<file path="src/rtl/hex_display_scan.sv">
// hex_display_scan: drives a 4-digit common-anode seven-segment display from a
// per-frame snapshot of a 16-bit word, with leading-zero blanking and decimal points.
//
// state | meaning
// DIG0  | rightmost digit, display[3:0]
// DIG1  | display[7:4]
// DIG2  | display[11:8]
// DIG3  | leftmost digit, display[15:12]; its last tick wraps the frame
module hex_display_scan #(
    parameter int SCAN_DIV = 50000,
    parameter int CNT_W    = 16
) (
    input  logic        clk,
    input  logic        rst,
    input  logic [15:0] display,
    input  logic        blank_lz,
    input  logic [3:0]  dp_en,
    output logic [3:0]  an,
    output logic [6:0]  seg,
    output logic        dp,
    output logic        frame_done
);

    typedef enum logic [1:0] {DIG0 = 2'd0, DIG1 = 2'd1, DIG2 = 2'd2, DIG3 = 2'd3} digit_e;

    localparam logic [CNT_W-1:0] DIV_LAST = CNT_W'(SCAN_DIV - 1);

    logic [CNT_W-1:0] div_cnt_q, div_cnt_d;
    digit_e           digit_q, digit_d;
    logic [15:0]      disp_sh_q, disp_sh_d;
    logic [3:0]       dp_en_sh_q, dp_en_sh_d;
    logic             blank_lz_sh_q, blank_lz_sh_d;
    logic [3:0]       an_q, an_d;
    logic [6:0]       seg_q, seg_d;
    logic             dp_q, dp_d;

    logic             tick;
    logic             wrap;
    logic [3:0]       nibble;
    logic [6:0]       seg_on;
    logic [3:0]       an_lit;
    logic             dp_bit;
    logic             blank;

    assign tick = (div_cnt_q == DIV_LAST);
    assign wrap = tick && (digit_q == DIG3);

    always_ff @(posedge clk) begin
        if (!rst) begin
            div_cnt_q     <= '0;
            digit_q       <= DIG0;
            disp_sh_q     <= '0;
            dp_en_sh_q    <= '0;
            blank_lz_sh_q <= 1'b0;
            an_q          <= 4'hF;
            seg_q         <= 7'h7F;
            dp_q          <= 1'b1;
        end else begin
            div_cnt_q     <= div_cnt_d;
            digit_q       <= digit_d;
            disp_sh_q     <= disp_sh_d;
            dp_en_sh_q    <= dp_en_sh_d;
            blank_lz_sh_q <= blank_lz_sh_d;
            an_q          <= an_d;
            seg_q         <= seg_d;
            dp_q          <= dp_d;
        end
    end

    // Snapshot is taken only at frame wrap so a frame never mixes two input words.
    always_comb begin
        div_cnt_d     = tick ? '0 : div_cnt_q + CNT_W'(1);
        digit_d       = digit_q;
        disp_sh_d     = disp_sh_q;
        dp_en_sh_d    = dp_en_sh_q;
        blank_lz_sh_d = blank_lz_sh_q;
        if (tick) begin
            case (digit_q)
                DIG0: digit_d = DIG1;
                DIG1: digit_d = DIG2;
                DIG2: digit_d = DIG3;
                DIG3: digit_d = DIG0;
            endcase
        end
        if (wrap) begin
            disp_sh_d     = display;
            dp_en_sh_d    = dp_en;
            blank_lz_sh_d = blank_lz;
        end
    end

    always_comb begin
        nibble = 4'h0;
        an_lit = 4'hF;
        dp_bit = 1'b0;
        blank  = 1'b0;
        case (digit_q)
            DIG0: begin
                nibble = disp_sh_q[3:0];
                an_lit = 4'b1110;
                dp_bit = dp_en_sh_q[0];
            end
            DIG1: begin
                nibble = disp_sh_q[7:4];
                an_lit = 4'b1101;
                dp_bit = dp_en_sh_q[1];
                blank  = blank_lz_sh_q && (disp_sh_q[15:4] == 12'h000);
            end
            DIG2: begin
                nibble = disp_sh_q[11:8];
                an_lit = 4'b1011;
                dp_bit = dp_en_sh_q[2];
                blank  = blank_lz_sh_q && (disp_sh_q[15:8] == 8'h00);
            end
            DIG3: begin
                nibble = disp_sh_q[15:12];
                an_lit = 4'b0111;
                dp_bit = dp_en_sh_q[3];
                blank  = blank_lz_sh_q && (disp_sh_q[15:12] == 4'h0);
            end
        endcase

        case (nibble)
            4'h0: seg_on = 7'h3F;
            4'h1: seg_on = 7'h06;
            4'h2: seg_on = 7'h5B;
            4'h3: seg_on = 7'h4F;
            4'h4: seg_on = 7'h66;
            4'h5: seg_on = 7'h6D;
            4'h6: seg_on = 7'h7D;
            4'h7: seg_on = 7'h07;
            4'h8: seg_on = 7'h7F;
            4'h9: seg_on = 7'h6F;
            4'hA: seg_on = 7'h77;
            4'hB: seg_on = 7'h7C;
            4'hC: seg_on = 7'h39;
            4'hD: seg_on = 7'h5E;
            4'hE: seg_on = 7'h79;
            4'hF: seg_on = 7'h71;
        endcase

        an_d  = blank ? 4'hF : an_lit;
        seg_d = blank ? 7'h7F : ~seg_on;
        dp_d  = blank | ~dp_bit;
        // Gated by rst so a wrap coinciding with reset is never reported.
        frame_done = wrap & rst;
    end

    assign an  = an_q;
    assign seg = seg_q;
    assign dp  = dp_q;

endmodule

</file>
<file path="config.mk">
export PLATFORM = sky130hd
export DESIGN_NAME = hex_display_scan
export DESIGN_NICKNAME = d
export VERILOG_FILES = /design/src/rtl/hex_display_scan.sv
export SDC_FILE = /design/constraint.sdc
export NUM_CORES = 1
export LEC_CHECK = 0
export CAP_MARGIN = 20
export CORE_ASPECT_RATIO = 0.5
export CORE_MARGIN = 2
export CORE_UTILIZATION = 53
export CTS_CLUSTER_DIAMETER = 30
export DETAILED_ROUTE_END_ITERATION = 10
export PLACE_DENSITY = 0.86
export RECOVER_POWER = 25
export SYNTH_ARGS = -nofsm -noshare
export SYNTH_HDL_FRONTEND = slang
export SYNTH_SLANG_ARGS = --single-unit
</file>
<file path="constraint.sdc">
create_clock -name clk -period 2.9 [get_ports clk]
set_input_delay 0.58 -clock clk [delete_from_list [all_inputs] [get_ports clk]]
set_output_delay 0.58 -clock clk [all_outputs]
set_load 0.01 [all_outputs]
</file>
==> results of run 1 <==
[cells in the final DEF (no fill, tap or decap), types with 3 or more instances in the layout]
| cell type | instances |
|---|---|
| mux2i_1 | 27 |
| clkbuf_8 | 6 |
| xnor2_1 | 5 |
| dfxtp_1 | 49 |
| nand2_1 | 17 |
| dlygate4sd3_1 | 13 |
| ha_1 | 11 |
| nor2_1 | 45 |
| inv_1 | 9 |
| nand2b_1 | 4 |
| o211ai_1 | 3 |
| nor4_1 | 4 |
| a222oi_1 | 5 |
| clkdlybuf4s50_1 | 21 |
| a21oi_1 | 4 |
| nand3_1 | 7 |
| buf_4 | 3 |
| xor2_1 | 9 |
| and3_1 | 3 |
| and4_1 | 4 |
[worst max-delay path, stage by stage, from the launching register on]
cell,delay [ns]
dfxtp_2,0.35
or4b_4,0.55
nor4_4,0.34
nand2_2,0.10
nor2_1,0.09
dlymetal6s2s_1,0.16
[metrics by stage]
step	power, mW	setup slack (ns)
3_5_place_dp	0.797	0.286
4_1_cts	1.30	0.0232
5_1_grt	1.34	0.281
6_report	1.29	0.436
3_3_place_gp	0.796	0.379
2_1_floorplan	0.751	0.649
[kinds of logic (layout without fill, tap and decap cells)]
logic type | Yosys count | count (layout) | share of synthesized area (%)
DFF | 51 | 51 | 44.3
muxes | 28 | 28 | 12.2
and+or+nand+nor | 97 | 97 | 21.5
buffers and inverters | 20 | 57 | 3.97
xor gates and xnor gates | 14 | 14 | 5.33
AOI/OAI and AO/OA | 20 | 20 | 6.69
adders and majority gates | 11 | 11 | 5.98
[layer usage]
layer | vias up | part of all wire (%) | track usage, %
met1 | 845 | 46 | 25.0
li1 | 909 | - | -
met3 | 6 | 3.9 | 6.96
met5 | - | 0 | 0
met2 | 33 | 50 | 38.3
met4 | 0 | 0.77 | 4.93
[power breakdown]
group          leakage, nW  switching (mW)  total, mW  internal [mW]
clock               0.0612           0.235      0.514          0.279
combinational        0.753          0.0257     0.0656         0.0400
sequential           0.415         0.00324      0.712          0.708
[cells in the mapped netlist (2+ instances only)]
| cell type | count | share of area [%] |
|---|---|---|
| nor4_1 | 4 | 1.1 |
| a222oi_1 | 5 | 2.2 |
| and3_1 | 3 | 0.82 |
| o211ai_1 | 3 | 0.98 |
| nor2_1 | 45 | 7.3 |
| nand2_1 | 17 | 2.8 |
| clkbuf_1 | 7 | 1.1 |
| o32a_1 | 2 | 0.87 |
| xor2_1 | 9 | 3.4 |
| nand2b_1 | 4 | 1.1 |
| dfxtp_1 | 51 | 44 |
| xnor2_1 | 5 | 1.9 |
| buf_6 | 2 | 0.98 |
| ha_1 | 11 | 6.0 |
| mux2i_1 | 27 | 12 |
| nand3_1 | 7 | 1.5 |
| and4_1 | 4 | 1.5 |
| a21oi_1 | 4 | 0.87 |
| inv_1 | 9 | 1.5 |
| nand4_1 | 2 | 0.54 |
[how the worst max path moves through the flow]
stage | from | end
6_report | div_cnt_q[13] | frame_done
2_1_floorplan | div_cnt_q[5] | frame_done
5_1_grt | digit_q[1] | seg[0]
4_1_cts | div_cnt_q[13] | frame_done
3_5_place_dp | rst | seg[3]
3_3_place_gp | div_cnt_q[5] | frame_done
[sequential cells by signal, indices dropped and copies added, names as in the netlist]
| signal | flops |
|---|---|
| div_cnt_q | 16 |
| dp | 1 |
| seg | 7 |
| an | 4 |
| digit_q | 2 |
| disp_sh_q | 16 |
| blank_lz_sh_q | 1 |
| dp_en_sh_q | 4 |
[area by class of cell]
class,count,area [µm²]
clock buffers,6,82.6
fillers,308,1200
clock inverters,2,35.0
multi-input cells,170,1190
repair buffers,39,383
well taps,54,67.6
inverters,10,37.5
flip-flops and latches,51,1020
[what timing repair did]
action | 4_1_cts | 5_1_grt
hold buffers | 0 | 0
setup buffers | 0 | 1
resized for setup | 0 | 4
endpoints found under the setup margin | 0 | 1
==> results.ini, run 1 <==
[cts]
clock_tree_from_tritoncts = built
ctsLongestPathBuffers = 2
cts_root_buf = clkbuf_8
clock_sinks = 51
worst_path_clk_slew_ns = 0.09
worst_skew_pair.late_latency_ns = 0.30
htree_num_levels = 2
cts_made_buffers = 5

[routing]
avgRoutedWirePerCell_um = 14.4
drcViolationCount = 0
count_of_vias_placed_by_the_detailed_router = 1793
antenna_left = 0
wirelength_um = 4790
post_drt_via_cell_ratio = 5.40
first_iter_violations = 136
drtPass1Iterations = 4

[sta]
final_max_tran_viols = 0
post-route-period-util_pct = 85.0
timing_worst_slew_pin_value_ns = 1.05
timing_hold_violations_final = 0
setup_repair_after_global_routing_missed_its_margin = no
clock_skew_ns = 0.00781
total_negative_slack_for_setup_checks_ns = 0
timing.fmax_mhz = 406
worst_slew_margin_rel_pct = 28.3
report.final.setup_viol = 0
hold-worst-slack_ns = 0.442
finalCriticalPeriod_ns = 2.46

[floorplan]
core_area_um2 = 4020
start_util_pct = 57.2
pin_count = 36
dieArea_um2 = 4920
chipHeight_um = 50.6
rows = 16
floorplan.die.width_um = 97.2

[global_routing]
wire_length_of_the_first_global_routing_pass_um = 8240
grt.total_usage_pct = 21.2
via_count_of_the_first_global_routing_pass = 1771
grt.overflow.total = 0
grt_antenna_before_repair = 0
pin_count_of_the_biggest_net_entering_global_routing = 26

[synth]
ys.flop_type = dfxtp_1
yosys_warnings = 0
fraction_of_registers_with_async_set_reset_pct = 0
mappedNetlistNets = 275
yosys.cell_types.count = 40
synth.cell_area_um2 = 2300
syn-mean-instance-area_um2 = 9.55
synth_cells = 241
synth_seq_cells = 51
share_of_the_yosys_chip_area_belonging_to_registers_pct = 44.3
synth_enable_flop_cells = 0

[setup_path]
critical_path.startpoint_type = flop
worst_r2r_startpoint = digit_q[0]
worst_setup_slack_for_register_to_register_paths_ns = 0.51
timing.critical_path.arrival_ns = 1.88
r2r_end = seg[0]
required_ns = 2.32
cp_max_fo = 5
sort_of_element_at_the_end_of_the_critical_path = primary output
critical_path_class = flop to primary output
reg2regPathDepth = 6

[layout]
layout-area-overhead-vs-synth_pct = 22.6
post_route_cells_drive_above_1_share_pct = 7.55
insertedDiodeCount = 0
post_layout_nonfiller_instances = 332
final_core_util_pct = 70.1
final_design_area_no_fill_um2 = 2820
finish.net_count = 311

[job]
max-cap-violations = 0

[run_status]
status = finished clean

[place]
place_hpwl_um = 3350
dpl.cell_count = 323
port_buffers = 35
dpl-instance-area_um2 = 2690
final_gp_congestion = 0.859

[pwr]
power_per_cell_area_nw_per_um2 = 458
power.static_leakage_nw = 1.23
worst_ir_drop_vdd_mv = 0.258

[hold_path]
hold_end = div_cnt_q[0]
worstHoldPathCells = 1
worstHoldStart = div_cnt_q[0]
timing.hold.worst.class = flop to flop

(Power assumes the default switching activity.)
==> inputs of run 2 (changes only) <==
==> constraint.sdc (replaced) <==
create_clock -name clk -period 2.6 [get_ports clk]
set_input_delay 0.52 -clock clk [delete_from_list [all_inputs] [get_ports clk]]
set_output_delay 0.52 -clock clk [all_outputs]
set_load 0.01 [all_outputs]
==> run 2 against run 1 <==
Effect of this change:
- worst setup slack got worse by 0.29 ns
- via count rose by 1.5%
- die area unchanged
- first-iteration DRC count shrank 13%
- power grew 2.8%
- wire length fell by 0.86%
- clock power decreased by 11%
- sequential cell count stayed put
- critical path type unchanged
- largest cell class unchanged
==> results.ini, run 2 (same netlist as run 1, synthesis figures left out) <==
[run_status]
status = finished clean  ; unchanged

[setup_path]
critical_path_class = flop to primary output  ; unchanged
cp_max_fo = 2  ; was 5
worst_r2r_startpoint = digit_q[0]  ; unchanged
critical_path.startpoint_type = flop  ; unchanged
worst_setup_slack_for_register_to_register_paths_ns = 0.30  ; was 0.51 ns
cpMaxStageDelayCell = or4b_4  ; unchanged
critPathMaxStageDelay_ns = 0.54  ; was 0.55 ns
worst_path_dominant_cell_family = simple AND/OR/NAND/NOR gates  ; unchanged
sort_of_element_at_the_end_of_the_critical_path = primary output  ; unchanged
timing.critical_path.arrival_ns = 1.93  ; was 1.88 ns
r2r_end = seg[4]  ; was seg[0]
reg2regPathDepth = 6  ; unchanged
buffers_inverters_on_critical_path = 1  ; unchanged
path_cells = or4b_4, nor4_4, nand2_2, nor2_1, clkdlybuf4s15_1  ; was or4b_4, nor4_4, nand2_2, nor2_1, dlymetal6s2s_1
required_ns = 2.08  ; was 2.32 ns

[layout]
multi_input_comb_area_um2 = 1210  ; was 1190 µm²
post_route_cells_drive_above_1_share_pct = 9.93  ; was 7.55%
layout-area-overhead-vs-synth_pct = 23.1  ; was 22.6%
final-seq-area_um2 = 1020  ; unchanged
insertedDiodeCount = 0  ; unchanged
finish.net_count = 315  ; was 311
final_design_area_no_fill_um2 = 2830  ; was 2820 µm²
most_frequent_cells_in_the_layout = 49 x dfxtp_1, 45 x nor2_1, 25 x mux2i_1  ; was 49 x dfxtp_1, 45 x nor2_1, 27 x mux2i_1
post_layout_nonfiller_instances = 336  ; was 332
final_common_cell = dfxtp_1  ; unchanged
count_of_filler_cells_inserted_in_the_layout = 317  ; was 308

[sta]
timing_worst_slew_pin_value_ns = 0.862  ; was 1.05 ns
post-route-period-util_pct = 94.3
clock_skew_ns = 0.00321  ; was 0.00781 ns
finalCriticalPeriod_ns = 2.45
worst_slew_margin_rel_pct = 40.9  ; was 28.3%
timing.fmax_mhz = 408
setup_repair_after_global_routing_missed_its_margin = no  ; unchanged
final_max_tran_viols = 0  ; unchanged
total_negative_slack_for_setup_checks_ns = 0  ; unchanged
timing_hold_violations_final = 0  ; unchanged
report.final.setup_viol = 0  ; unchanged

[floorplan]
dieArea_um2 = 4920  ; unchanged
pin_count = 36  ; unchanged
floorplan.die.width_um = 97.2  ; unchanged
chipHeight_um = 50.6  ; unchanged
start_util_pct = 57.2  ; unchanged
rows = 16  ; unchanged
core_area_um2 = 4020  ; unchanged

[pwr]
worst_ir_drop_vdd_mv = 0.247  ; was 0.258 mV
power.static_leakage_nw = 1.20  ; was 1.23 nW
power_per_cell_area_nw_per_um2 = 468  ; was 458 nW/µm²
post-layout-total-power_mw = 1.33  ; was 1.29 mW

[cts]
htree_num_levels = 2  ; unchanged
cts_root_buf = clkbuf_8  ; unchanged
clock_tree_from_tritoncts = built  ; unchanged
worst_path_clk_slew_ns = 0.09  ; about the same
cts_made_buffers = 5  ; unchanged
clock_sinks = 51  ; unchanged
ctsLongestPathBuffers = 2  ; unchanged
worst_skew_pair.late_latency_ns = 0.31  ; was 0.30 ns

[global_routing]
grt.total_usage_pct = 21.3  ; was 21.2%
grt_antenna_before_repair = 0  ; unchanged
grt.overflow.total = 0  ; unchanged
pin_count_of_the_biggest_net_entering_global_routing = 26  ; unchanged
wire_length_of_the_first_global_routing_pass_um = 8290  ; was 8240 µm
via_count_of_the_first_global_routing_pass = 1820  ; was 1,771

[place]
port_buffers = 35  ; unchanged
dpl-instance-area_um2 = 2720  ; was 2690 µm²
dpl.cell_count = 327  ; was 323
place_hpwl_um = 3420  ; was 3350 µm
final_gp_congestion = 0.900  ; was 0.859

[routing]
drcViolationCount = 0  ; unchanged
first_iter_violations = 118  ; was 136
post_drt_via_cell_ratio = 5.42  ; was 5.40
wirelength_um = 4750  ; was 4790 µm
avgRoutedWirePerCell_um = 14.1  ; was 14.4 µm
drtPass1Iterations = 6  ; was 4
antenna_left = 0  ; unchanged
count_of_vias_placed_by_the_detailed_router = 1820  ; was 1,793

[hold_path]
hold_end = div_cnt_q[0]  ; unchanged
timing.hold.worst.class = flop to flop  ; unchanged
worstHoldPathCells = 1  ; unchanged
worstHoldStart = div_cnt_q[0]  ; unchanged

[job]
max-cap-violations = 0  ; unchanged

## run 2: cell count changes in the layout (fill, tap and decap cells not counted)
cell	before	now
clkbuf_4	1	0
nand3_1	7	6
buf_4	3	8
clkbuf_8	6	5
clkdlybuf4s15_1	0	1
nand3_2	0	1
mux2i_1	27	25
dlymetal6s2s_1	1	0
mux2i_2	0	2
bufinv_16	1	0
clkinvlp_4	0	2
## run 2: through the flow
stage | utilization, % | setup slack [ns] | hold WS, ns
2_1_floorplan | - | 0.409 | 0.413
5_1_grt | 70.4 | 0.00590 | 0.480
3_3_place_gp | 67.6 | 0.188 | 0.423
4_1_cts | 70.1 | 0.114 | 0.454
6_report | 70.4 | 0.149 | 0.447
3_5_place_dp | 67.6 | 0.133 | 0.436
## run 2: routing by layer
| layer | share of wire, % | global-route usage, % |
|---|---|---|
| met3 | 4.4 | 5.85 |
| met2 | 51 | 38.5 |
| met4 | 1.2 | 6.81 |
| met5 | 0 | 0 |
| met1 | 44 | 24.9 |
## run 2: worst reg2reg max path: stages, from the launching register on
cell	delay (ns)
dfxtp_1	0.35
inv_1	0.09
ha_1	0.46
mux2i_1	0.79
nand2b_1	0.26
o32a_1	0.18
nand2_1	0.05
## run 2: where the power goes
part / leakage [nW] / total, mW / internal [mW] / switching, mW
clock network: 0.0402 / 0.458 / 0.188 / 0.271
registers: 0.415 / 0.794 / 0.790 / 0.00388
logic: 0.746 / 0.0752 / 0.0457 / 0.0295
total: 1.20 / 1.33 / 1.02 / 0.304
## run 2: how the worst max path moves through the flow
stage / to / cells past startpoint / startpoint
6_report: frame_done / 5 / div_cnt_q[5]
5_1_grt: frame_done / 5 / div_cnt_q[5]
4_1_cts: frame_done / 5 / div_cnt_q[11]
3_5_place_dp: frame_done / 5 / div_cnt_q[5]
3_3_place_gp: frame_done / 5 / div_cnt_q[13]
2_1_floorplan: frame_done / 5 / div_cnt_q[5]
## run 2: what timing repair did
| action | in CTS | in global routing |
|---|---|---|
| endpoints found under the setup margin | 1 | 4 |
| pin swaps | 1 | 1 |
| gates cloned | 0 | 0 |
| hold buffers | 0 | 0 |
| resized for setup | 3 | 5 |
| setup buffers | 1 | 0 |
## run 2: area by class of cell
cell class | count | share of cell area (%)
multi-input combinational | 170 | 42.6
sequential | 51 | 36.1
timing repair buffer | 43 | 14.5
clock buffer | 5 | 2.43
tap | 54 | 2.38
inverter | 10 | 1.32
clock inverter | 3 | 0.706
==> inputs of run 3 (changes only) <==
--- a/config.mk
+++ b/config.mk
@@ -11,8 +11,9 @@
 export CORE_UTILIZATION = 53
 export CTS_CLUSTER_DIAMETER = 30
 export DETAILED_ROUTE_END_ITERATION = 10
-export PLACE_DENSITY = 0.86
+export PLACE_DENSITY_LB_ADDON = 0.3
 export RECOVER_POWER = 25
+export SETUP_SLACK_MARGIN = 0.1
 export SYNTH_ARGS = -nofsm -noshare
 export SYNTH_HDL_FRONTEND = slang
 export SYNTH_SLANG_ARGS = --single-unit
==> run 3 against run 2 <==
Effect of this change:
- via count shrank 0.93%
- first-iteration DRC count shrank 25%
- cell count grew 0.30%
- final area grew 0.71%
- critical path type unchanged
- largest power group unchanged
- highest routed layer unchanged
==> results.ini, run 3 (same netlist as run 1, synthesis figures left out) <==
[floorplan]
core_area_um2 = 4020  ; unchanged
rows = 16  ; unchanged
dieArea_um2 = 4920  ; unchanged
chipHeight_um = 50.6  ; unchanged
pin_count = 36  ; unchanged
start_util_pct = 57.2  ; unchanged
floorplan.die.width_um = 97.2  ; unchanged

[layout]
post_route_cells_drive_above_1_share_pct = 8.83  ; was 9.93%
most_frequent_cells_in_the_layout = 50 x dfxtp_1, 45 x nor2_1, 27 x mux2i_1  ; was 49 x dfxtp_1, 45 x nor2_1, 25 x mux2i_1
finish.net_count = 317  ; was 315
count_of_filler_cells_inserted_in_the_layout = 308  ; was 317
layout-area-overhead-vs-synth_pct = 24.0  ; was 23.1%
final_design_area_no_fill_um2 = 2850  ; was 2830 µm²
final_common_cell = dfxtp_1  ; unchanged
insertedDiodeCount = 0  ; unchanged

[place]
post-place-ws_ns = 0.149  ; was 0.133 ns
final_gp_congestion = 0.810  ; was 0.900
place_hpwl_um = 3400  ; was 3420 µm
port_buffers = 35  ; unchanged
dpl-instance-area_um2 = 2730  ; was 2720 µm²

[hold_path]
timing.hold.worst.class = flop to flop  ; unchanged

[sta]
total_negative_slack_for_setup_checks_ns = 0  ; unchanged
setup_repair_after_global_routing_missed_its_margin = no  ; unchanged
timing.fmax_mhz = 414  ; was 408 MHz
clock_skew_ns = 0.00256  ; was 0.00321 ns
final_setup_slack_of_the_worst_path_ns = 0.182  ; was 0.149 ns
worst_slew_margin_rel_pct = 39.4  ; was 40.9%
post-route-period-util_pct = 93.0  ; was 94.3%
final_max_tran_viols = 0  ; unchanged
timing_worst_slew_pin_value_ns = 0.884  ; was 0.862 ns
timing_hold_violations_final = 0  ; unchanged
finalCriticalPeriod_ns = 2.42  ; was 2.45 ns
report.final.setup_viol = 0  ; unchanged
hold-worst-slack_ns = 0.442  ; was 0.447 ns

[cts]
cts_root_buf = clkbuf_8  ; unchanged
cts_made_buffers = 5  ; unchanged
worst_skew_pair.late_latency_ns = 0.30  ; was 0.31 ns
worst_path_clk_slew_ns = 0.09  ; about the same
clock_tree_from_tritoncts = built  ; unchanged
htree_num_levels = 2  ; unchanged
holdBufCountCts = 0  ; unchanged
clock_sinks = 51  ; unchanged
ctsLongestPathBuffers = 2  ; unchanged

[routing]
first_iter_violations = 88  ; was 118
avgRoutedWirePerCell_um = 14.0  ; was 14.1 µm
drcViolationCount = 0  ; unchanged
drtPass1Iterations = 5  ; was 6
count_of_vias_placed_by_the_detailed_router = 1803  ; was 1,820
post_drt_via_cell_ratio = 5.35  ; was 5.42
wirelength_um = 4710  ; was 4750 µm
antenna_left = 0  ; unchanged

[run_status]
status = finished clean  ; unchanged

[pwr]
switching_part_of_the_total_power_pct = 20.6  ; was 22.9%
power_per_cell_area_nw_per_um2 = 494  ; was 468 nW/µm²
worst_ir_drop_vdd_mv = 0.298  ; was 0.247 mV
pwr-share-clk_pct = 38.2  ; was 34.5%
intPower_mw = 1.12  ; was 1.02 mW
power.share.sequential_pct = 56.4  ; was 59.8%
switchingPower_mw = 0.290  ; was 0.304 mW
comb_power_share_pct = 5.4  ; was 5.7%
power.static_leakage_nw = 1.23  ; was 1.20 nW

[global_routing]
grt.total_usage_pct = 21.3  ; about the same
grt_antenna_before_repair = 0  ; unchanged
pin_count_of_the_biggest_net_entering_global_routing = 26  ; unchanged
grt.overflow.total = 0  ; unchanged
via_count_of_the_first_global_routing_pass = 1782  ; was 1,820
wire_length_of_the_first_global_routing_pass_um = 8320  ; was 8290 µm

[job]
max-cap-violations = 0  ; unchanged

[setup_path]
timing.critical_path.arrival_ns = 1.90  ; was 1.93 ns
critical_path.startpoint_type = flop  ; unchanged
cp_max_fo = 2  ; unchanged
sort_of_element_at_the_end_of_the_critical_path = primary output  ; unchanged
critical_path_class = flop to primary output  ; unchanged
required_ns = 2.08  ; about the same

## run 3: cell count changes in the layout (fill, tap and decap cells not counted)
cell	delta
buf_4	+1
bufinv_16	+1
clkbuf_1	+1
clkdlybuf4s50_1	+1
clkinv_2	-1
clkinvlp_4	-1
dfxtp_1	+1
dfxtp_2	-1
dlygate4sd3_1	-1
mux2i_1	+2
mux2i_2	-2
## run 3: power groups by stage
| stage | sequential, mW | combinational [mW] | clock [mW] |
|---|---|---|---|
| after floorplan | 0.815 | 0.0218 | 0 |
| after global placement | 0.812 | 0.0781 | 0 |
| after detailed placement | 0.813 | 0.0790 | 0 |
| after CTS | 0.794 | 0.0792 | 0.544 |
| after global routing | 0.795 | 0.0828 | 0.578 |
| final | 0.794 | 0.0765 | 0.538 |
## run 3: routing by layer
layer  routed length (µm)  track usage [%]  vias up
met3                  215             5.57        6
li1                     -                -      921
met5                    0                0        -
met2                 2330             38.8       33
met1                 2130             25.8      843
met4                   31             4.93        0
## run 3: cell type report
cell class / count / area, µm² / area share [%]
Sequential cell: 51 / 1020 / 35.8
Clock buffer: 5 / 68.8 / 2.41
Multi-Input combinational cell: 170 / 1200 / 42.0
Tap cell: 54 / 67.6 / 2.37
Timing Repair Buffer: 45 / 422 / 14.8
Clock inverter: 2 / 37.5 / 1.32
Inverter: 10 / 37.5 / 1.32
## run 3: worst paths after layout
kind / start / end / slack [ns] / cells past startpoint
worst min-delay path: div_cnt_q[0] / div_cnt_q[0] / 0.44 / 1
worst max-delay path: div_cnt_q[13] / frame_done / 0.18 / 5
worst min register to register: div_cnt_q[0] / div_cnt_q[0] / 0.44 / 1
worst max register to register: digit_q[0] / seg[3] / 0.28 / 9
## run 3: critical path: stages, from the launching register on
cell and delay, ns:
dfxtp_1 0.32, or4b_4 0.55, nor4_4 0.30, nand2_2 0.08, nor2_1 0.10, clkdlybuf4s15_1 0.24
## run 3: per-stage QoR
step	utilization (%)	power, mW	instances
6_report	70.9	1.41	337
5_1_grt	70.9	1.46	337
4_1_cts	70.7	1.42	336
3_5_place_dp	67.8	0.892	328
3_3_place_gp	67.8	0.890	328
2_1_floorplan	-	0.837	241
## run 3: timing repair
item                                    CTS  global route
endpoints found under the hold margin     0             0
setup buffers                             1             0
resized for setup                         3             2
pin swaps                                 1             0
gates cloned                              0             0
endpoints found under the setup margin    1             1
